`config.mk`:
```
export PLATFORM = sky130hd
export DESIGN_NAME = mem_arbiter
export DESIGN_NICKNAME = d
export VERILOG_FILES = /design/src/rtl/mem_arb_pkg.sv /design/src/rtl/mem_arb_rr.sv /design/src/rtl/mem_arbiter.sv
export SDC_FILE = /design/constraint.sdc
export NUM_CORES = 1
export LEC_CHECK = 0
export ABC_AREA = 1
export ABC_CLOCK_PERIOD_IN_PS = 1320
export CAP_MARGIN = 10
export CORE_ASPECT_RATIO = 0.9
export CORE_MARGIN = 5
export CORE_UTILIZATION = 40
export DETAILED_ROUTE_END_ITERATION = 6
export GPL_TIMING_DRIVEN = 0
export MAX_ROUTING_LAYER = met4
export PLACE_DENSITY = 0.82
export REMOVE_ABC_BUFFERS = 1
export SYNTH_ARGS = -nofsm -noshare
export SYNTH_HDL_FRONTEND = slang
export SYNTH_SLANG_ARGS = --single-unit
```
`constraint.sdc`:
```
create_clock -name clk -period 1.32 [get_ports clk]
set_input_delay 0.198 -clock clk [delete_from_list [all_inputs] [get_ports clk]]
set_output_delay 0.198 -clock clk [all_outputs]
set_load 0.01 [all_outputs]
```
`src/rtl/mem_arb_pkg.sv`:
```
// Shared types and constants for the two-requester memory arbiter.
// Holds the FSM state encoding, requester count and read/write encodings.
package mem_arb_pkg;

    localparam int   NUM_REQ  = 2;
    localparam logic RW_WRITE = 1'b1;
    localparam logic RW_READ  = 1'b0;

    typedef enum logic [1:0] {
        IDLE   = 2'd0,
        ACCESS = 2'd1,
        RESP   = 2'd2
    } state_t;

    function automatic logic [NUM_REQ-1:0] idx_to_onehot(input logic idx);
        return idx ? 2'b10 : 2'b01;
    endfunction

endpackage

```
`src/rtl/mem_arb_rr.sv`:
```
// Grant logic: picks one-hot winner among valid requesters (no state, combinational).
// Round-robin on last_grant; MEM_ARB_FIXED_PRIO_EN makes requester 0 always win contention.
module mem_arb_rr
    import mem_arb_pkg::*;
(
    input  logic [NUM_REQ-1:0] req_valid,
    output logic [NUM_REQ-1:0] grant
`ifndef MEM_ARB_FIXED_PRIO_EN
    , input logic              last_grant
`endif
);

    always_comb begin
        grant = '0;
        case (req_valid)
            2'b01:   grant = 2'b01;
            2'b10:   grant = 2'b10;
            2'b11: begin
`ifdef MEM_ARB_FIXED_PRIO_EN
                grant = 2'b01;
`else
                // The requester that did not win last time goes first.
                grant = last_grant ? 2'b01 : 2'b10;
`endif
            end
            default: grant = '0;
        endcase
    end

endmodule

```
`src/rtl/mem_arbiter.sv`:
```
// Two-requester arbiter in front of a single-port memory; accept->chip_en 1 cycle, ->rsp 2 cycles.
// Holds req_ready low outside IDLE (one access per 3 cycles); MEM_ARB_FIXED_PRIO_EN selects fixed priority.
module mem_arbiter
    import mem_arb_pkg::*;
#(
    parameter int ADDR_W = 8,
    parameter int DATA_W = 8
) (
    input  logic                        clk,
    input  logic                        rst_n,
    input  logic [NUM_REQ-1:0]          req_valid,
    output logic [NUM_REQ-1:0]          req_ready,
    input  logic [NUM_REQ-1:0]          req_write,
    input  logic [NUM_REQ*ADDR_W-1:0]   req_addr,
    input  logic [NUM_REQ*DATA_W-1:0]   req_wdata,
    output logic [NUM_REQ-1:0]          rsp_valid,
    output logic [DATA_W-1:0]           rsp_rdata,
    output logic [ADDR_W-1:0]           mem_address,
    output logic [DATA_W-1:0]           mem_data_in,
    output logic                        mem_read_write,
    output logic                        mem_chip_en,
    input  logic [DATA_W-1:0]           mem_data_out
);

    state_t              state;
    state_t              state_nxt;
    logic [NUM_REQ-1:0]  grant;
    logic                accept;
    logic                win_idx;

    logic                wr_q;
    logic [ADDR_W-1:0]   addr_q;
    logic [DATA_W-1:0]   wdata_q;
    logic                owner_q;
    logic [DATA_W-1:0]   rdata_q;

    logic [ADDR_W-1:0]   addr_arr  [NUM_REQ];
    logic [DATA_W-1:0]   wdata_arr [NUM_REQ];

    for (genvar i = 0; i < NUM_REQ; i++) begin : g_unpack
        assign addr_arr[i]  = req_addr[i*ADDR_W +: ADDR_W];
        assign wdata_arr[i] = req_wdata[i*DATA_W +: DATA_W];
    end

`ifdef MEM_ARB_FIXED_PRIO_EN
    mem_arb_rr u_rr (
        .req_valid (req_valid),
        .grant     (grant)
    );
`else
    logic last_grant;

    mem_arb_rr u_rr (
        .req_valid  (req_valid),
        .grant      (grant),
        .last_grant (last_grant)
    );

    // Reset to 1 so requester 0 wins the first contention.
    always_ff @(posedge clk or negedge rst_n) begin
        if (!rst_n) begin
            last_grant <= 1'b1;
        end else if (accept) begin
            last_grant <= win_idx;
        end
    end
`endif

    assign win_idx = grant[1];

    always_ff @(posedge clk or negedge rst_n) begin
        if (!rst_n) begin
            state <= IDLE;
        end else begin
            state <= state_nxt;
        end
    end

    always_comb begin
        state_nxt      = state;
        req_ready      = '0;
        accept         = 1'b0;
        mem_chip_en    = 1'b0;
        mem_read_write = RW_READ;
        rsp_valid      = '0;
        case (state)
            IDLE: begin
                // Gated by rst_n so nothing looks accepted while reset is held.
                if (rst_n) begin
                    req_ready = grant;
                end
                accept = |(req_valid & req_ready);
                if (accept) begin
                    state_nxt = ACCESS;
                end
            end
            ACCESS: begin
                mem_chip_en    = 1'b1;
                mem_read_write = wr_q;
                state_nxt      = RESP;
            end
            RESP: begin
                rsp_valid = idx_to_onehot(owner_q);
                state_nxt = IDLE;
            end
            default: state_nxt = IDLE;
        endcase
    end

    // The memory bus comes only from these registers, so requesters may change req_* after accept.
    always_ff @(posedge clk or negedge rst_n) begin
        if (!rst_n) begin
            wr_q    <= RW_READ;
            addr_q  <= '0;
            wdata_q <= '0;
            owner_q <= 1'b0;
            rdata_q <= '0;
        end else begin
            if (accept) begin
                wr_q    <= req_write[win_idx];
                addr_q  <= addr_arr[win_idx];
                wdata_q <= wdata_arr[win_idx];
                owner_q <= win_idx;
            end
            if (state == ACCESS) begin
                rdata_q <= (wr_q == RW_WRITE) ? '0 : mem_data_out;
            end
        end
    end

    assign mem_address = addr_q;
    assign mem_data_in = wdata_q;
    assign rsp_rdata   = rdata_q;

endmodule

```
==> summary.md, run 1 <==
| Metric | Value |
|---|---|
| CTS buffer count | `5` |
| Drt first pass iters | `4` |
| Total gr overflow | `0` |
| DRT iter0 DRCs | `66` |
| Slowest CP cell | `dfstp_2` |
| M2 GR Usage | `a little under a third` |
| CP max stage delay | `between 0.5 and 0.6 ns` |
| Worst setup path class | `reg -> out` |
| Nets | `346` |
| H-tree levels | `2` |
| IO Port Bufs | `75` |
| Clock Tree Root | `clkbuf_8` |
| Worst Hold Class | `in -> reg` |
| Reg area | `728 um2` |
| Clk sink count | `29` |
| DP Worst Slack | `-1.74 ns` |
| Ant. Diodes | `0` |
| Max frequency | `between 0.6 and 0.7 GHz` |
| Share of cells above drive strength 1 | `18.3%` |
| CP Max Fanout | `2` |
| Final period util | `117%` |
| Post-Synthesis Mean Instance Area | `7.39 um2` |
| Row cnt | `21` |
| Synthesis Warnings | `0` |
| # DRC | `0` |
| Final setup fails | `22` |
| GRT Overall Usage | `19.2%` |
| Final instance area | `2610 um2` |
| Clk_lat worst skew | `0.28 ns` |
| Die Ht | `68.1 um` |
| Largest net degree at the start of global routing | `21` |
| Die W | `around 75 um` |
| Area growth syn-to-layout | `73.6%` |
| Share of the yosys chip area belonging to registers | `around half` |
| GPL Wtd Cong | `0.705` |
| Worst Tran Pin Value | `0.667 ns` |
| Vias in the first global route | `1481` |
| Busiest grt layer | `met2` |
| CTS clk-pin slew, worst paths | `about 0.06 ns` |
| Die area | `5080 um2` |
| Synth Register Bits | `29` |
| Tmin final | `1.55 ns` |
| Max_slew headroom | `between 50 and 60%` |
| Status | `complete, but fails checks` |
| Setup Skew | `0.00513 ns` |
| Most common cell after layout, fill and taps aside | `nand2_1` |
| CTS tree | `done` |
| Final Hold Vio Count | `0` |
| Longest Clk Path Bufs | `2` |
| Worst setup EP type | `primary output` |
| Wire length per cell | `13.0 um` |
| MaxCap Viol Count | `0` |
| Routed wire length | `roughly 4500 um` |
| Post-Place Cell Area | `between 2000 and 2500 um2` |
| Crit path required time | `1.12 ns` |
| GRT met3 Usage | `3.82%` |
| Grt met1 use | `24.4%` |
| Routed vias | `1618` |
| Setup TNS | `-1.69 ns` |
| P per Cell Area | `around 1300 nW/um2` |
| Max-slew violation count | `0` |
| IR drop worst, VDD | `0.654 mV` |
| RSZ-0062 raised after global routing | `true` |
| Failing checks | `setup timing` |
| Number of fill cells | `roughly 290` |
| Multi-input logic area | `628 um2` |
| Post-DP HPWL | `just under 3000 um` |
| Initial Util | `40.8%` |
| # IOs | `76` |
| Initial antenna violation count | `0` |
| Area leader, netlist | `dfrtp_1` |
| Synth Instances | `203` |
| Leakage | `between 1 and 1.5 nW` |
| Synth area leaders | `dfrtp_1, nand2_1, nand3_1` |
| Core area | `3680 um2` |
| Yosys top cell area share | `between 40% and 50%` |
| Unique masters post-synth | `18` |
| Worst Setup Slack, final | `-0.229 ns` |
| CP Launch Type | `register` |
| Hold Worst Slack | `roughly 0.47 ns` |
| Global-route wire length before repair | `7060 um` |
| Crit path cell chain | `nand3_4, nand2_8, inv_4, nor3_2, buf_2` |
| Critical path arrival | `1.35 ns` |
| Mapped cell area | `1500 um2` |
| Overall power | `around 3.4 mW` |
| Vias per cell | `4.66` |
| Most frequent cells in the layout | `nand2_1, clkdlybuf4s50_1, inv_1` |
| DRT antenna net count | `0` |
-- logic make-up (layout without fill, tap and decap cells) --
group	count (synthesis)	after routing	share of synthesized area [%]
AND/OR/NAND/NOR	116	117	34.3
buffers and inverters	49	146	14.3
flip-flops	29	29	48.5
AO/OA/AOI/OAI	9	9	3.00
-- routing by layer --
| layer | up-vias | part of all wire (%) |
|---|---|---|
| li1 | 808 | - |
| met4 | 0 | 1.5 |
| met3 | 9 | 7.0 |
| met5 | - | 0 |
| met1 | 742 | 42 |
| met2 | 59 | 50 |
-- path summary, 6_finish.rpt --
check | slack (ns) | end | cells after the start | from
max | -0.23 | req_ready[0] | 5 | last_grant
min | 0.47 | rsp_rdata[4] | 3 | mem_data_out[4]
max reg2reg | -0.11 | mem_data_in[0] | 7 | state[0]
min reg2reg | 0.47 | mem_data_in[6] | 2 | mem_data_in[6]
max in group asynchronous | 0.21 | state[1] | 3 | rst_n
min in group asynchronous | 0.54 | rsp_rdata[3] | 2 | rst_n
-- what timing repair did --
| action | 4_1_cts | 5_1_grt |
|---|---|---|
| hold buffers | 2 | 1 |
| gates cloned | 1 | 0 |
| gates resized for setup | 76 | 14 |
| setup endpoints to repair | 50 | 26 |
| endpoints found under the hold margin | 14 | 1 |
| setup buffers | 12 | 8 |
| pin swaps | 7 | 3 |
-- critical path, delay by kind of cell (launching register included) --
kind	cells	cell delay, ns
flip-flops	1	0.55
buffers and inverters	2	0.19
AND/OR/NAND/NOR	3	0.32
-- area by class of cell --
cell class,instances,share of cell area [%]
Clock buffer,7,3.31
Clock inverter,1,1.15
Inverter,41,6.24
Multi-Input combinational cell,126,24.1
Sequential cell,29,28.0
Tap cell,46,2.21
Timing Repair Buffer,97,35.0
-- synthesized netlist by cell type --
master and number:
nand2_1 63, inv_1 39, nor2_1 11, buf_2 1
nor3_1 4, nor2_4 2, clkbuf_1 1, o21ai_0 1
buf_4 5, dfstp_2 1, buf_6 1, a21oi_1 8
nand3_4 1, nand3_1 34, inv_4 1, clkinv_1 1
nand2_2 1, dfrtp_1 28
-- state kept, by name, summed over array words and instances, names as in the netlist --
register     cells
rsp_rdata        8
last_grant       1
mem_address      8
wr_q             1
owner_q          1
state            2
mem_data_in      8
-- per-stage QoR --
stage	utilization, %	cells
final	70.8	347
after global routing	70.8	347
after CTS	68.1	340
after detailed placement	61.9	317
after global placement	61.2	316
after floorplan	-	195
-- power breakdown --
group	switching [mW]	internal, mW	total, mW
Combinational	0.594	0.591	1.19
Sequential	0.130	1.13	1.26
Clock	0.327	0.614	0.941
Total	1.05	2.34	3.39
Note: power is estimated with default switching activity, not from simulation.
==> inputs of run 2 (changes only) <==
--- a/config.mk
+++ b/config.mk
@@ -7,9 +7,8 @@
 export LEC_CHECK = 0
 export ABC_AREA = 1
 export ABC_CLOCK_PERIOD_IN_PS = 1320
-export CAP_MARGIN = 10
+export CAP_MARGIN = 25
 export CORE_ASPECT_RATIO = 0.9
-export CORE_MARGIN = 5
 export CORE_UTILIZATION = 40
 export DETAILED_ROUTE_END_ITERATION = 6
 export GPL_TIMING_DRIVEN = 0
@@ -19,3 +18,4 @@
 export SYNTH_ARGS = -nofsm -noshare
 export SYNTH_HDL_FRONTEND = slang
 export SYNTH_SLANG_ARGS = --single-unit
+export TNS_END_PERCENT = 1
==> run 2 against run 1 <==
  * Final cell count fell by 4.0%
  * Design area shrank 5.7%
  * Critical path depth unchanged
  * Sequential power about the same
  * Utilization shrank 0.20 points
  * Non-clock buffer count down 12
  * The flow still finishes with violations (setup timing)
  * Worst setup slack gained 0.0043 ns
  * Die area down 21%
  * Combinational power fell by 8%
  * Total power shrank 9.0%
  * Sequential cell count stayed put
  * Hold slack got worse by 0.45 ns
==> summary.md, run 2 (same netlist as run 1, synthesis figures left out) <==
| Metric | Value |
|---|---|
| Worst setup EP type | `primary output` |
| Max frequency | `0.648 GHz (+0.28%)` |
| # IOs | `76 (unchanged)` |
| Register-to-Register Setup Slack | `-0.05 ns (+0.06 ns)` |
| IO Port Bufs | `75 (unchanged)` |
| Placed cells | `315 (-0.63%)` |
| Most frequent cells in the layout | `nand2_1, clkdlybuf4s50_1, inv_1` |
| Longest Clk Path Bufs | `2 (unchanged)` |
| Routed vias | `1541 (-4.8%)` |
| Wire length per cell | `11.5 um (-11%)` |
| Share of cells above drive strength 1 | `13.8% (-4.4 points)` |
| IR drop worst, VDD | `0.688 mV (+5.2%)` |
| H-tree levels | `2 (unchanged)` |
| Vias per cell | `4.63 (-0.75%)` |
| Clk sink count | `29 (unchanged)` |
| # DRC | `0 (unchanged)` |
| Vias in the first global route | `1418 (-4.3%)` |
| Die area | `4000 um2 (-21%)` |
| Max_slew headroom | `66.5% (+11 points)` |
| Die Ht | `60.1 um (-12%)` |
| CP Launch Type | `register` |
| Largest net degree at the start of global routing | `21 (unchanged)` |
| Worst Hold Class | `in -> async` |
| DRT iter0 DRCs | `114 (+73%)` |
| Worst Setup Slack, final | `-0.224 ns (+0.00431 ns)` |
| Post-DP HPWL | `2540 um (-12%)` |
| Worst path top cell family by delay | `flip-flops` |
| Row cnt | `20 (-4.8%)` |
| Crit path cell chain | `nand3_4, nand2_8, inv_6, nor3_4, buf_2` |
| Critical path arrival | `1.35 ns (about the same)` |
| CP max stage delay | `0.55 ns (about the same)` |
| Hold Worst Slack | `0.0198 ns (-0.450 ns)` |
| Crit path required time | `1.12 ns (about the same)` |
| Worst setup path class | `reg -> out` |
| CTS clk-pin slew, worst paths | `0.06 ns (about the same)` |
| Worst Path Buf+Inv | `2 (unchanged)` |
| Final period util | `117% (-0.33 points)` |
| Clock Tree Root | `clkbuf_8` |
| Initial Util | `43.1% (+2.3 points)` |
| Most common cell after layout, fill and taps aside | `nand2_1` |
| Non-filler cells, final | `333 (-4.0%)` |
| Failing checks | `setup timing` |
| Clk_lat worst skew | `0.28 ns (about the same)` |
| GRT Overall Usage | `22.2% (+3.0 points)` |
| CTS buffer count | `5 (unchanged)` |
| Drt first pass iters | `4 (unchanged)` |
| Number of fill cells | `294 (+0.34%)` |
| Ant. Diodes | `0 (unchanged)` |
| Global-route wire length before repair | `6290 um (-11%)` |
| Overall power | `3.08 mW (-9.0%)` |
| Final setup fails | `22 (unchanged)` |
| GPL Wtd Cong | `0.786 (+11%)` |
| Status | `complete, but fails checks` |
| Die W | `66.6 um (-11%)` |
| Initial antenna violation count | `0 (unchanged)` |
| Worst Tran Pin Value | `0.503 ns (-0.164 ns)` |
| CTS tree | `done` |
| Leakage | `1.32 nW (-4.8%)` |
| RSZ-0062 raised after global routing | `true` |
| Setup Skew | `0.00569 ns (+0.000559 ns)` |
| Final Hold Vio Count | `0 (unchanged)` |
| Core area | `3480 um2 (-5.4%)` |
| MaxCap Viol Count | `0 (unchanged)` |
| Area growth syn-to-layout | `63.7%` |
| Total gr overflow | `0 (unchanged)` |
| Tmin final | `1.54 ns (-0.00431 ns)` |
| CP Max Fanout | `2 (unchanged)` |
| Nets | `334 (-3.5%)` |
| Slowest CP cell | `dfstp_2` |
| Max-slew violation count | `0 (unchanged)` |
| Routed wire length | `3830 um (-15%)` |
| P per Cell Area | `1260 nW/um2 (-3.5%)` |
| DRT antenna net count | `0 (unchanged)` |
==> run 2: cell types whose count changed in the layout (fill, tap and decap cells not counted), moves of 2 or more <==
| cell | change |
|---|---|
| buf_4 | -6 |
| buf_6 | -4 |
| dlygate4sd3_1 | -2 |
| nand2_2 | -2 |
| nor2_2 | +2 |
| nor2_4 | -2 |
==> run 2: what timing repair did <==
item / CTS / global route
setup buffers: 6 / 2
gates resized for setup: 65 / 10
hold endpoints to repair: 10 / 0
gates cloned: 1 / 0
pin swaps: 4 / 1
setup endpoints to repair: 50 / 24
hold buffers: 1 / 0
==> run 2: path summary, 6_finish.rpt <==
check / cells past startpoint / startpoint / to
max: 5 / last_grant / req_ready[0]
min: 2 / rst_n / mem_data_in[7]
max reg2reg: 7 / state[0] / mem_data_in[0]
min reg2reg: 2 / mem_address[4] / mem_address[4]
max in group asynchronous: 2 / rst_n / rsp_rdata[2]
min in group clk: 2 / mem_address[4] / mem_address[4]
==> run 2: layer usage <==
layer | vias to the layer above | global-route usage [%] | part of all wire, %
met5 | - | - | 0
met4 | 0 | 10.0 | 1.4
met3 | 5 | 4.39 | 5.8
met2 | 52 | 37.1 | 49
met1 | 699 | 25.9 | 44
li1 | 785 | - | -
==> run 2: layout make-up <==
| cell class | instances | area (um2) | share of cell area (%) |
|---|---|---|---|
| well taps | 44 | 55.1 | 2.24 |
| multi-input cells | 126 | 616 | 25.1 |
| inverters | 41 | 165 | 6.72 |
| clock buffers | 8 | 90.1 | 3.67 |
| flip-flops and latches | 29 | 727 | 29.6 |
| repair buffers | 85 | 803 | 32.7 |
==> run 2: metrics by stage <==
step | worst slack (ns) | utilization, % | TNS, ns | area, um2
after floorplan | -0.152 | - | -0.192 | 1440
after global placement | -2.10 | 64.6 | -48.81 | 2250
after detailed placement | -1.71 | 65.4 | -24.18 | 2280
after CTS | -0.249 | 69.3 | -1.67 | 2410
after global routing | -0.292 | 70.6 | -3.67 | 2460
final | -0.224 | 70.6 | -1.29 | 2460
==> run 2: power by group <==
part	total, mW	switching (mW)	internal, mW
combinational	1.10	0.556	0.541
sequential	1.26	0.123	1.13
clock	0.730	0.306	0.424
total	3.08	0.985	2.10
